===== src/rtl/mesh_term_injector.sv =====
// mesh_term_injector
// ------------------
// Host-side injector for one mesh router terminal. A host request is
// formatted into a router packet and buffered in a show-ahead FIFO that
// the router drains through its terminal input.
//
// Packet layout (PCKG_SZ bits, MSB first):
//   next-jump[8] | row[4] | column[4] | mode[1] | payload[PCKG_SZ-17]
//
// Ports
//   clk_i          single rising-edge clock
//   rst_i          synchronous, active-low reset
//   in_valid       host offers a request
//   in_ready       block can accept a request this cycle (FIFO not full)
//   in_row/in_col  target terminal coordinates
//   in_mode        router routing mode bit
//   in_bcast       request is a broadcast (destination check bypassed)
//   in_payload     payload bits
//   data_out_i_in  head packet toward the router (zero when empty)
//   pndng_i_in     a packet is pending toward the router
//   popin          router consumes the head packet
//   drop_o         one-cycle pulse: last accepted request had a bad target
//   underflow_o    sticky: popin was seen while the FIFO was empty
//
// Optional build macro TERM_INJ_STATS_EN adds 16-bit wrapping counters
//   sent_cnt (packets popped) and drop_cnt (requests dropped).
//
// Handshake: a request transfers on a rising edge where in_valid and
// in_ready are both 1. in_ready does not depend on in_valid or popin, so a
// pop in the same cycle as a full FIFO frees a slot only for the next cycle.
// A transferred request with an invalid target is consumed but not stored.
module mesh_term_injector #(
  parameter int          ROWS       = 4,
  parameter int          COLUMNS    = 4,
  parameter int          PCKG_SZ    = 32,
  parameter int          FIFO_DEPTH = 16,
  parameter logic [7:0]  BDCST      = 8'hFF
) (
  input  logic               clk_i,
  input  logic               rst_i,
  input  logic               in_valid,
  output logic               in_ready,
  input  logic [3:0]         in_row,
  input  logic [3:0]         in_col,
  input  logic               in_mode,
  input  logic               in_bcast,
  input  logic [PCKG_SZ-18:0] in_payload,
  output logic [PCKG_SZ-1:0] data_out_i_in,
  output logic               pndng_i_in,
  input  logic               popin,
  output logic               drop_o,
  output logic               underflow_o
`ifdef TERM_INJ_STATS_EN
  ,
  output logic [15:0]        sent_cnt,
  output logic [15:0]        drop_cnt
`endif
);

  localparam int         AW       = $clog2(FIFO_DEPTH);
  localparam int         CW       = AW + 1;
  localparam logic [3:0] ROW_LAST = 4'(ROWS + 1);
  localparam logic [3:0] COL_LAST = 4'(COLUMNS + 1);
  localparam logic [3:0] ROW_MAX  = 4'(ROWS);
  localparam logic [3:0] COL_MAX  = 4'(COLUMNS);

  logic [PCKG_SZ-1:0] mem [FIFO_DEPTH];
  logic [AW-1:0]      wr_ptr;
  logic [AW-1:0]      rd_ptr;
  logic [CW-1:0]      count;

  logic               full;
  logic               empty;
  logic               row_edge;
  logic               col_edge;
  logic               row_inner;
  logic               col_inner;
  logic               dest_ok;
  logic               push;
  logic               pop;
  logic               bad_req;
  logic [7:0]         next_jump;
  logic [PCKG_SZ-1:0] pkt;

  assign full  = (count == CW'(FIFO_DEPTH));
  assign empty = (count == '0);

  // Terminals sit on the ring just outside the router grid: rows 0 and
  // ROWS+1 carry columns 1..COLUMNS, columns 0 and COLUMNS+1 carry rows
  // 1..ROWS. Corners and interior coordinates have no terminal.
  always_comb begin
    row_edge  = (in_row == 4'd0) || (in_row == ROW_LAST);
    col_edge  = (in_col == 4'd0) || (in_col == COL_LAST);
    row_inner = (in_row != 4'd0) && (in_row <= ROW_MAX);
    col_inner = (in_col != 4'd0) && (in_col <= COL_MAX);
    dest_ok   = in_bcast || (row_edge && col_inner) || (col_edge && row_inner);
  end

  assign next_jump = in_bcast ? BDCST : 8'h00;
  assign pkt       = {next_jump, in_row, in_col, in_mode, in_payload};

  // in_ready is forced low while reset is held so nothing is offered as
  // accepted during reset, independent of the stale occupancy.
  assign in_ready = rst_i & ~full;
  assign push     = in_valid & in_ready & dest_ok;
  assign bad_req  = in_valid & in_ready & ~dest_ok;
  assign pop      = popin & ~empty;

  assign pndng_i_in    = rst_i & ~empty;
  assign data_out_i_in = (rst_i && !empty) ? mem[rd_ptr] : '0;

  // Storage carries no reset: emptiness is owned by count, and the head is
  // masked to zero whenever the FIFO is empty.
  always_ff @(posedge clk_i) begin
    if (push) begin
      mem[wr_ptr] <= pkt;
    end
  end

  always_ff @(posedge clk_i) begin
    if (!rst_i) begin
      wr_ptr      <= '0;
      rd_ptr      <= '0;
      count       <= '0;
      drop_o      <= 1'b0;
      underflow_o <= 1'b0;
    end else begin
      drop_o <= bad_req;
      if (push) begin
        wr_ptr <= wr_ptr + AW'(1);
      end
      if (pop) begin
        rd_ptr <= rd_ptr + AW'(1);
      end
      unique case ({push, pop})
        2'b10:   count <= count + CW'(1);
        2'b01:   count <= count - CW'(1);
        default: count <= count;
      endcase
      // A pop request against an empty FIFO is ignored but remembered,
      // including when a push lands in that same cycle.
      if (popin && empty) begin
        underflow_o <= 1'b1;
      end
    end
  end

`ifdef TERM_INJ_STATS_EN
  always_ff @(posedge clk_i) begin
    if (!rst_i) begin
      sent_cnt <= '0;
      drop_cnt <= '0;
    end else begin
      if (pop) begin
        sent_cnt <= sent_cnt + 16'd1;
      end
      if (bad_req) begin
        drop_cnt <= drop_cnt + 16'd1;
      end
    end
  end
`endif

endmodule


===== config.mk =====
export PLATFORM = sky130hd
export DESIGN_NAME = mesh_term_injector
export DESIGN_NICKNAME = d
export VERILOG_FILES = /design/src/rtl/mesh_term_injector.sv
export SDC_FILE = /design/constraint.sdc
export NUM_CORES = 1
export LEC_CHECK = 0
export CAP_MARGIN = 20
export CORE_ASPECT_RATIO = 0.6
export CORE_MARGIN = 5
export CORE_UTILIZATION = 39
export DETAILED_ROUTE_END_ITERATION = 10
export DONT_BUFFER_PORTS = 1
export PLACE_DENSITY = 0.49
export RECOVER_POWER = 100
export REMOVE_ABC_BUFFERS = 1
export SYNTH_ARGS = -nofsm -noshare
export SYNTH_HDL_FRONTEND = slang
export SYNTH_SLANG_ARGS = --single-unit

===== constraint.sdc =====
create_clock -name clk_i -period 4.9 [get_ports clk_i]
set_input_delay 1.47 -clock clk_i [delete_from_list [all_inputs] [get_ports clk_i]]
set_output_delay 1.47 -clock clk_i [all_outputs]
set_load 0.02 [all_outputs]

==> run summary, run 1 <==
# IOs: 65
Synthesis warning total: 0
GRT Total Usage: 16.97%
Leak: 5.634 nW
Core Rows: 57
Min setup slack post-route: 0.3015 ns
Root Driver: clkbuf_16
Final setup violating endpoints: 0
ANT cells: 0
Core Area: 40790 sq um
Postcts setup bufs: 0
Critical path class: reg -> out
CTS tree: built
Yosys cell types: 52
Syn Std Cell Area: 16220 sq um
First-pass GRT wire length: 57.30 mm
Final HPWL DP: 22.77 mm
Yosys reg bits: 419
Hold Path Cell Cnt: 2
Final wirelength: 39.20 mm
Worst-path clk slew: 0.06 ns
Arrival time worst endpoint: 3.13 ns
Post-layout min period: 4.598 ns
RSZ-0062 raised after global routing: false
Crit. End Element: output pin
Reg2Reg Setup Slack: 1.21 ns
Hold-fix buffers at CTS: 0
FMAX: 217.5 MHz
Resized Gates After CTS: 0
Initial antenna violation count: 0
Final layout net count: 862
Vias: 7921
Worst-skew pair later-pin latency: 0.53 ns
CP Launch Type: register
DR pass1 iterations: 5
Total Power: 8.118 mW
Global route total overflow: 0
Asr flop ratio synth: 0%
Syn Inst Count: 773
Final Hold Viols: 0
Final antenna-violating net count: 0
Crit path max fanout: 14
1st-iter DRT viols: 802
Initial Utilization: 39.77%
Register area share after synthesis: 76.38%
Status: complete, no violations
Worst-Margin Slew: 1.292 ns
Clock Skew: 0.01739 ns
CTS Buf Count: 40
Clock sinks: 419
Worst VDD drop: 0.0002890 V
Wire length per cell: 27.78 microns
DRC viols: 0
Worst slack at placement: 0.6863 ns
Top FF cell, synth: edfxtp_1
Required time worst endpoint: 3.43 ns
Die X: 273.3 microns
Routed vias/inst: 5.614
FF-to-FF path depth: 6
Share of cells above drive strength 1: 24.09%
Utilization after layout: 44.99%
Final Cycle Share: 93.85%
Number of synthesized flops with an enable pin: 400
Area delta synth->final: 13.13%
Maximum number of pins on one net before global-route repair: 30
Max_slew headroom: 13.84%
CTS H-Tree Depth: 2
Max_cap viols: 0
IO Port Bufs: 0
Die area: 45910 sq um
Clock Tree Buf Depth: 3
Pwr/cell area: 442.3 nW/um^2
Average size of a mapped cell: 20.99 sq um
Die height: 168.0 microns
Worst hold path class: reg -> reg
Vias in the first global route: 8335
Final slew viol count: 0
Final GP Congestion: 0.7571
==> flip-flops by register name (all words and copies together) (netlist names), named ones only <==
signal,flops
count,5
mem,400
drop_o,1
underflow_o,1
rd_ptr,4
wr_ptr,4
==> through the flow <==
| step | instances | instance area, sq um | hold WS, ns | TNS, ns |
|---|---|---|---|---|
| after CTS | 1411 | 18630 | 0.5829 | 0 |
| final | 1411 | 18350 | 0.5760 | 0 |
| after global placement | 1343 | 17300 | 0.5454 | 0 |
| after floorplan | 722 | 15990 | 0.5068 | -83.33 |
| after detailed placement | 1343 | 17300 | 0.5629 | 0 |
| after global routing | 1411 | 18350 | 0.6031 | 0 |
==> where the power goes <==
| part | switching [mW] | internal [mW] |
|---|---|---|
| Clock | 1.29 | 1.87 |
| Combinational | 0.517 | 0.395 |
| Sequential | 0.0811 | 3.96 |
| Total | 1.89 | 6.23 |
==> cells in the mapped netlist, drive strengths merged, types with 5 or more instances <==
| cell | instances | share of area [%] |
|---|---|---|
| o21ai | 5 | 0.20 |
| mux4 | 100 | 14 |
| o22ai | 51 | 2.0 |
| edfxtp | 400 | 74 |
| inv | 6 | 0.14 |
| ha | 8 | 0.62 |
| xor2 | 5 | 0.27 |
| nor2 | 10 | 0.23 |
| nand2 | 9 | 0.21 |
| and3 | 17 | 0.66 |
| mux2i | 6 | 0.37 |
| buf | 23 | 0.81 |
| dfxtp | 19 | 2.3 |
| clkbuf | 28 | 0.66 |
| a21oi | 7 | 0.24 |
| nor3 | 30 | 0.93 |
==> final timing paths <==
check                         start                   to
max           count[0]$_SDFFE_PN0P_     data_out_i_in[8]
min          rd_ptr[2]$_SDFFE_PN0P_             register
max reg2reg   count[2]$_SDFFE_PN0P_  mem[9][1]$_DFFE_PP_
min reg2reg  rd_ptr[2]$_SDFFE_PN0P_             register
==> cell type report <==
type                    count  area (sq um)
clock buffers              47          1069
clock inverters            21         260.3
fillers                  3489         22440
inverters                   7         26.28
multi-input cells         296          3538
flip-flops and latches    419         12400
well taps                 560         700.7
repair buffers             61         361.6
==> routing by layer <==
| metal | up-vias | global-route usage, % | part of all wire (%) | routed length [microns] |
|---|---|---|---|---|
| met2 | 203 | 26.56 | 46 | 18140 |
| met4 | 0 | 2.959 | 1.4 | 539 |
| met3 | 49 | 4.225 | 5.9 | 2314 |
| met5 | - | 0 | 0 | 0 |
| li1 | 3358 | - | - | - |
| met1 | 4311 | 24.80 | 46 | 18210 |
==> worst max-delay path: stages, from the launching register on <==
cell and delay [ns]:
dfxtp_1 0.39, or4_1 0.67, o21ai_2 0.77, buf_4 0.43
nor3_1 0.14, clkbuf_1 0.19
==> cell usage in the layout (no fill, tap or decap), types with 14 or more instances in the layout <==
master / count
edfxtp_1: 400
o22ai_1: 51
and3_1: 15
dfxtp_1: 16
clkbuf_2: 14
clkbuf_1: 29
nor3_1: 29
mux4_2: 100
clkbuf_16: 41
buf_4: 18
==> cell families (layout without fill, tap and decap cells) <==
group,Yosys count,after routing,synth area share [%]
AND/OR/NAND/NOR,93,93,3.278
buffers and inverters,58,136,1.627
AO/OA/AOI/OAI,81,81,3.409
multiplexers,106,106,14.25
flip-flops,419,419,76.38
XOR/XNOR,8,8,0.4319
adder cells (fa/ha/maj),8,8,0.6170
(Power assumes the default switching activity.)
==> run 2, diff against run 1 <==
CELL_PAD_IN_SITES_DETAIL_PLACEMENT = 0   (was default)
CELL_PAD_IN_SITES_GLOBAL_PLACEMENT = 1   (was default)
PLACE_DENSITY = 0.55   (was 0.49)
==> run summary, run 2 (synthesized netlist as in run 1, its figures left out) <==
Status: complete, but fails checks
Failing checks: max-capacitance violations, max-slew violations
Final slew viol count: 51 (+51)
DP Area: 17280 sq um (-0.12%)
WHS: 0.5594 ns (-0.01667 ns)
Routed vias/inst: 5.570 (-0.77%)
Root Driver: clkbuf_16
Commonest non-fill, non-tap cell in the layout: edfxtp_1
Reg2Reg Setup Slack: 1.37 ns (+0.16 ns)
Critical path class: reg -> out
Final setup violating endpoints: 0 (unchanged)
Most frequent cells in the layout: edfxtp_1, mux4_2, o22ai_1
Core Rows: 57 (unchanged)
Die area: 45910 sq um (unchanged)
Worst-path clk slew: 0.06 ns (about the same)
Arrival time worst endpoint: 3.06 ns (-0.07 ns)
Worst-skew pair later-pin latency: 0.54 ns (about the same)
Area delta synth->final: 12.76%
Max_slew headroom: -6.383% (-20 points)
CTS tree: built
CP Launch Type: register
Final Hold Viols: 0 (unchanged)
Design area: 18290 sq um (-0.33%)
Postcts setup bufs: 0 (unchanged)
# IOs: 65 (unchanged)
DRC viols: 0 (unchanged)
Vias in the first global route: 8127 (-2.5%)
GRT Total Usage: 16.44% (-0.53 points)
Post-Route Setup TNS: 0 ns (unchanged)
FMAX: 220.9 MHz (+1.6%)
Final antenna-violating net count: 0 (unchanged)
Clock sinks: 419 (unchanged)
Final wirelength: 37.80 mm (-3.6%)
Maximum number of pins on one net before global-route repair: 39 (+30%)
Final HPWL DP: 21.42 mm (-5.9%)
Clock Tree Buf Depth: 3 (unchanged)
Crit. End Element: output pin
Worst Setup EP: data_out_i_in[7]
IO Port Bufs: 0 (unchanged)
FF-to-FF path depth: 10 (+4)
Worst-Margin Slew: 1.596 ns (+0.3033 ns)
Final layout net count: 861 (-0.12%)
Final Cycle Share: 92.38% (-1.5 points)
Initial Utilization: 39.77% (unchanged)
Vias: 7871 (-0.63%)
Initial antenna violation count: 0 (unchanged)
Largest reg by FF count: mem
R2r endpoint: count[4]$_SDFFE_PN0P_
Die height: 168.0 microns (unchanged)
Largest register FFs: 400 (unchanged)
Wire length per cell: 26.75 microns (-3.7%)
Hold-fix buffers at CTS: 0 (unchanged)
Die X: 273.3 microns (unchanged)
Final GP Congestion: 0.7470 (-1.3%)
CTS H-Tree Depth: 2 (unchanged)
DR pass1 iterations: 7 (+2)
Reg-to-reg startpoint: count[0]$_SDFFE_PN0P_
First-pass GRT wire length: 55.61 mm (-3.0%)
Core Area: 40790 sq um (unchanged)
Fillers: 3500 (+0.32%)
Largest registers: mem: 400 flops, count: 5 flops
Worst VDD drop: 0.0003092 V (+7.0%)
Worst hold path class: reg -> reg
Max_cap viols: 3 (+3)
Resized Gates After CTS: 0 (unchanged)
Leak: 5.624 nW (-0.18%)
Clock Skew: 0.02015 ns (+0.002754 ns)
Crit path max fanout: 15 (+1)
Pwr/cell area: 435.9 nW/um^2 (-1.5%)
CTS Buf Count: 40 (unchanged)
Share of cells above drive strength 1: 23.45% (-0.64 points)
ANT cells: 0 (unchanged)
Global route total overflow: 0 (unchanged)
1st-iter DRT viols: 812 (+1.2%)
Total Power: 7.974 mW (-1.8%)
Required time worst endpoint: 3.43 ns (about the same)
Post-layout min period: 4.527 ns (-0.07163 ns)
RSZ-0062 raised after global routing: false
==> run 2: power by group <==
part / leakage [nW] / internal [mW] / switching (mW)
Clock: 0.621 / 1.72 / 1.29
Combinational: 1.25 / 0.410 / 0.512
Sequential: 3.75 / 3.96 / 0.0760
==> run 2: metrics by stage <==
stage          worst slack (ns)  instances  util (%)
2_1_floorplan            -4.691        722         -
3_3_place_gp             0.6857       1341     42.30
3_5_place_dp             0.5735       1342     42.35
4_1_cts                  0.3893       1413     45.44
5_1_grt                  0.1851       1413     44.84
6_report                 0.3732       1413     44.84
==> run 2: per-layer routing <==
layer / vias up / GRT usage [%] / part of all wire, %
met5: - / 0 / 0
met4: 0 / 2.761 / 1.2
met3: 35 / 3.186 / 5.9
met2: 228 / 26.13 / 48
met1: 4244 / 24.30 / 45
li1: 3364 / - / -
==> run 2: layout make-up <==
cell class,instances,area [sq um],area share (%)
well taps,560,700.7,3.830
flip-flops and latches,419,12400,67.77
clock buffers,51,1085,5.930
multi-input cells,296,3540,19.35
repair buffers,60,367.9,2.011
clock inverters,20,176.4,0.9644
inverters,7,26.28,0.1436
==> run 2: critical path, cell delays in order, from the launching register on <==
cell	delay (ns)
dfxtp_2	0.45
nand2_1	0.76
clkbuf_1	0.46
o22ai_1	0.28
nor3_1	0.29
clkbuf_1	0.27
==> run 2: worst min path at each step <==
| stage | start | end | slack [ns] | cells after the start |
|---|---|---|---|---|
| 6_report | rd_ptr[1]$_SDFFE_PN0P_ | register | 0.56 | 2 |
| 5_1_grt | rd_ptr[1]$_SDFFE_PN0P_ | register | 0.60 | 2 |
| 4_1_cts | rd_ptr[1]$_SDFFE_PN0P_ | register | 0.56 | 2 |
| 3_5_place_dp | rd_ptr[1]$_SDFFE_PN0P_ | register | 0.55 | 2 |
| 3_3_place_gp | rd_ptr[1]$_SDFFE_PN0P_ | register | 0.55 | 2 |
| 2_1_floorplan | rd_ptr[2]$_SDFFE_PN0P_ | register | 0.51 | 2 |
==> run 3, diff against run 2 <==
BUFFER_PORTS_ARGS = -buffer_cell sky130_fd_sc_hd__buf_2   (was default)
DONT_BUFFER_PORTS = default   (was 1)
PLACE_DENSITY = 0.56   (was 0.55)
==> run summary, run 3 (synthesized netlist as in run 1, its figures left out) <==
Status: complete, no violations
Final antenna-violating net count: 0 (unchanged)
GR Util met2: 26.74% (+0.62 points)
Die X: 273.3 microns (unchanged)
Die height: 168.0 microns (unchanged)
Core Area: 40790 sq um (unchanged)
Crit. End Element: output pin
Reg-to-reg startpoint: count[0]$_SDFFE_PN0P_
Max_slew headroom: 23.69% (+30 points)
DP Cell Count: 1386 (+3.3%)
Core Rows: 57 (unchanged)
Design area: 18510 sq um (+1.2%)
Clock Skew: 0.01172 ns (-0.008423 ns)
Initial Utilization: 39.77% (unchanged)
FMAX: 217.2 MHz (-1.7%)
Fillers: 3498 (-0.057%)
Arrival time worst endpoint: 3.13 ns (+0.07 ns)
IO Port Bufs: 64 (+64)
Worst-Margin Slew: 1.145 ns (-0.4511 ns)
R2r endpoint: count[4]$_SDFFE_PN0P_
Pwr/cell area: 440.6 nW/um^2 (+1.1%)
GR Util met3: 3.073% (-0.11 points)
Largest registers: mem: 400 flops, count: 5 flops
CP Launch Type: register
Wire length per cell: 25.76 microns (-3.7%)
GR peak layer: met2
Slowest cell on the critical path: o21ai_4
FF-to-FF path depth: 10 (unchanged)
Crit path max fanout: 19 (+4)
Critical path class: reg -> out
Routed vias/inst: 5.447 (-2.2%)
Area of the multi-input gates: 3545 sq um (+0.14%)
Postcts setup bufs: 0 (unchanged)
DP Area: 17360 sq um (+0.48%)
DR pass1 iterations: 5 (-2)
Final slew viol count: 0 (-100%)
Hold-fix buffers at CTS: 0 (unchanged)
Final setup violating endpoints: 0 (unchanged)
Leak: 5.718 nW (+1.7%)
Critical path cell sequence: or4_1, o21ai_4, clkbuf_2, nor3_1, clkbuf_1
Largest register FFs: 400 (unchanged)
Final Cycle Share: 93.96% (+1.6 points)
Worst-path clk slew: 0.06 ns (about the same)
Share of cells above drive strength 1: 23.39% (-0.054 points)
Crit path largest cell delay: 0.71 ns (-0.05 ns)
CTS tree: built
Final HPWL DP: 21.56 mm (+0.67%)
Root Driver: clkbuf_16
Area delta synth->final: 14.12%
Largest reg by FF count: mem
Most frequent cells in the layout: edfxtp_1, mux4_2, clkbuf_1
Crit path buffers/inverters: 2 (unchanged)
Worst-skew pair later-pin latency: 0.54 ns (about the same)
Vias: 7964 (+1.2%)
# IOs: 65 (unchanged)
M1 GR Usage: 23.62% (-0.68 points)
Final Hold Viols: 0 (unchanged)
Final GP Congestion: 0.7331 (-1.9%)
Resized Gates After CTS: 0 (unchanged)
Max_cap viols: 0 (-3)
Worst hold path class: reg -> reg
Fin cells: 1462 (+3.5%)
Worst Setup EP: data_out_i_in[2]
Final wirelength: 37.66 mm (-0.38%)
ANT cells: 0 (unchanged)
Maximum number of pins on one net before global-route repair: 29 (-26%)
Worst VDD drop: 0.0003061 V (-1.0%)
GRT Total Usage: 16.52% (+0.076 points)
Clock sinks: 419 (unchanged)
Initial antenna violation count: 1 (+1)
Global route total overflow: 0 (unchanged)
Utilization after layout: 45.38% (+0.54 points)
1st-iter DRT viols: 841 (+3.6%)
Reg2Reg Setup Slack: 1.45 ns (+0.08 ns)
Post-layout min period: 4.604 ns (+0.07719 ns)
Commonest non-fill, non-tap cell in the layout: edfxtp_1
Die area: 45910 sq um (unchanged)
First-pass GRT wire length: 55.83 mm (+0.41%)
Clock Tree Buf Depth: 3 (unchanged)
Vias in the first global route: 8381 (+3.1%)
CP delay by family, top: simple AND/OR/NAND/NOR gates
DRC viols: 0 (unchanged)
FF/Latch Area: 12400 sq um (unchanged)
Required time worst endpoint: 3.43 ns (about the same)
CTS H-Tree Depth: 2 (unchanged)
CP Depth: 5 (unchanged)
CTS Buf Count: 41 (+2.5%)
RSZ-0062 raised after global routing: false
CP Launch Point: count[0]$_SDFFE_PN0P_
Final layout net count: 906 (+5.2%)
## run 3: cell types whose count changed in the layout (fill, tap and decap cells not counted), sizes merged
cell / delta
bufinv: +2
inv: +1
buf: +3
clkbuf: +42
clkinv: -1
clkinvlp: +2
## run 3: worst min-delay path, cell delays in order, from the launching register on
cell,delay (ns)
dfxtp_1,0.34
a21oi_1,0.04
nor2_1,0.07
## run 3: area by class of cell
cell class,count,area share (%)
Multi-Input combinational cell,296,19.15
Sequential cell,419,66.97
Clock buffer,52,5.994
Clock inverter,24,1.298
Timing Repair Buffer,104,2.669
Tap cell,560,3.785
Inverter,7,0.1419
## run 3: power breakdown
| part | total, mW | internal, mW | switching, mW |
|---|---|---|---|
| logic | 0.962 | 0.393 | 0.569 |
| registers | 4.03 | 3.96 | 0.0735 |
| clock network | 3.16 | 1.87 | 1.29 |
## run 3: routing by layer
metal  share of wire, %  vias to the layer above  wire length [microns]
met5                  0                        -                      0
met4                1.9                        0                    714
met3                5.4                       50                   2018
met2                 48                      224                  18040
met1                 45                     4233                  16880
li1                   -                     3457                      -
## run 3: worst min-delay path by stage
stage	startpoint	endpoint	slack [ns]	depth (start not counted)
final	underflow_o$_SDFFE_PN0P_	underflow_o$_SDFFE_PN0P_	0.48	2
after global placement	underflow_o$_SDFFE_PN0P_	underflow_o$_SDFFE_PN0P_	0.45	2
after CTS	underflow_o$_SDFFE_PN0P_	underflow_o$_SDFFE_PN0P_	0.48	2
after global routing	underflow_o$_SDFFE_PN0P_	underflow_o$_SDFFE_PN0P_	0.55	2
after floorplan	rd_ptr[2]$_SDFFE_PN0P_	register	0.51	2
after detailed placement	underflow_o$_SDFFE_PN0P_	underflow_o$_SDFFE_PN0P_	0.47	2
## run 3: stage by stage
stage / total power, mW / worst slack [ns] / hold WS (ns) / TNS (ns)
finish: 8.158 / 0.2960 / 0.4803 / 0
global route: 8.503 / 0.1525 / 0.5496 / 0
CTS: 8.304 / 0.3855 / 0.4830 / 0
detailed placement: 5.129 / 0.5674 / 0.4652 / 0
global placement: 5.107 / 0.6316 / 0.4548 / 0
floorplan: 4.802 / -4.691 / 0.5068 / -83.33
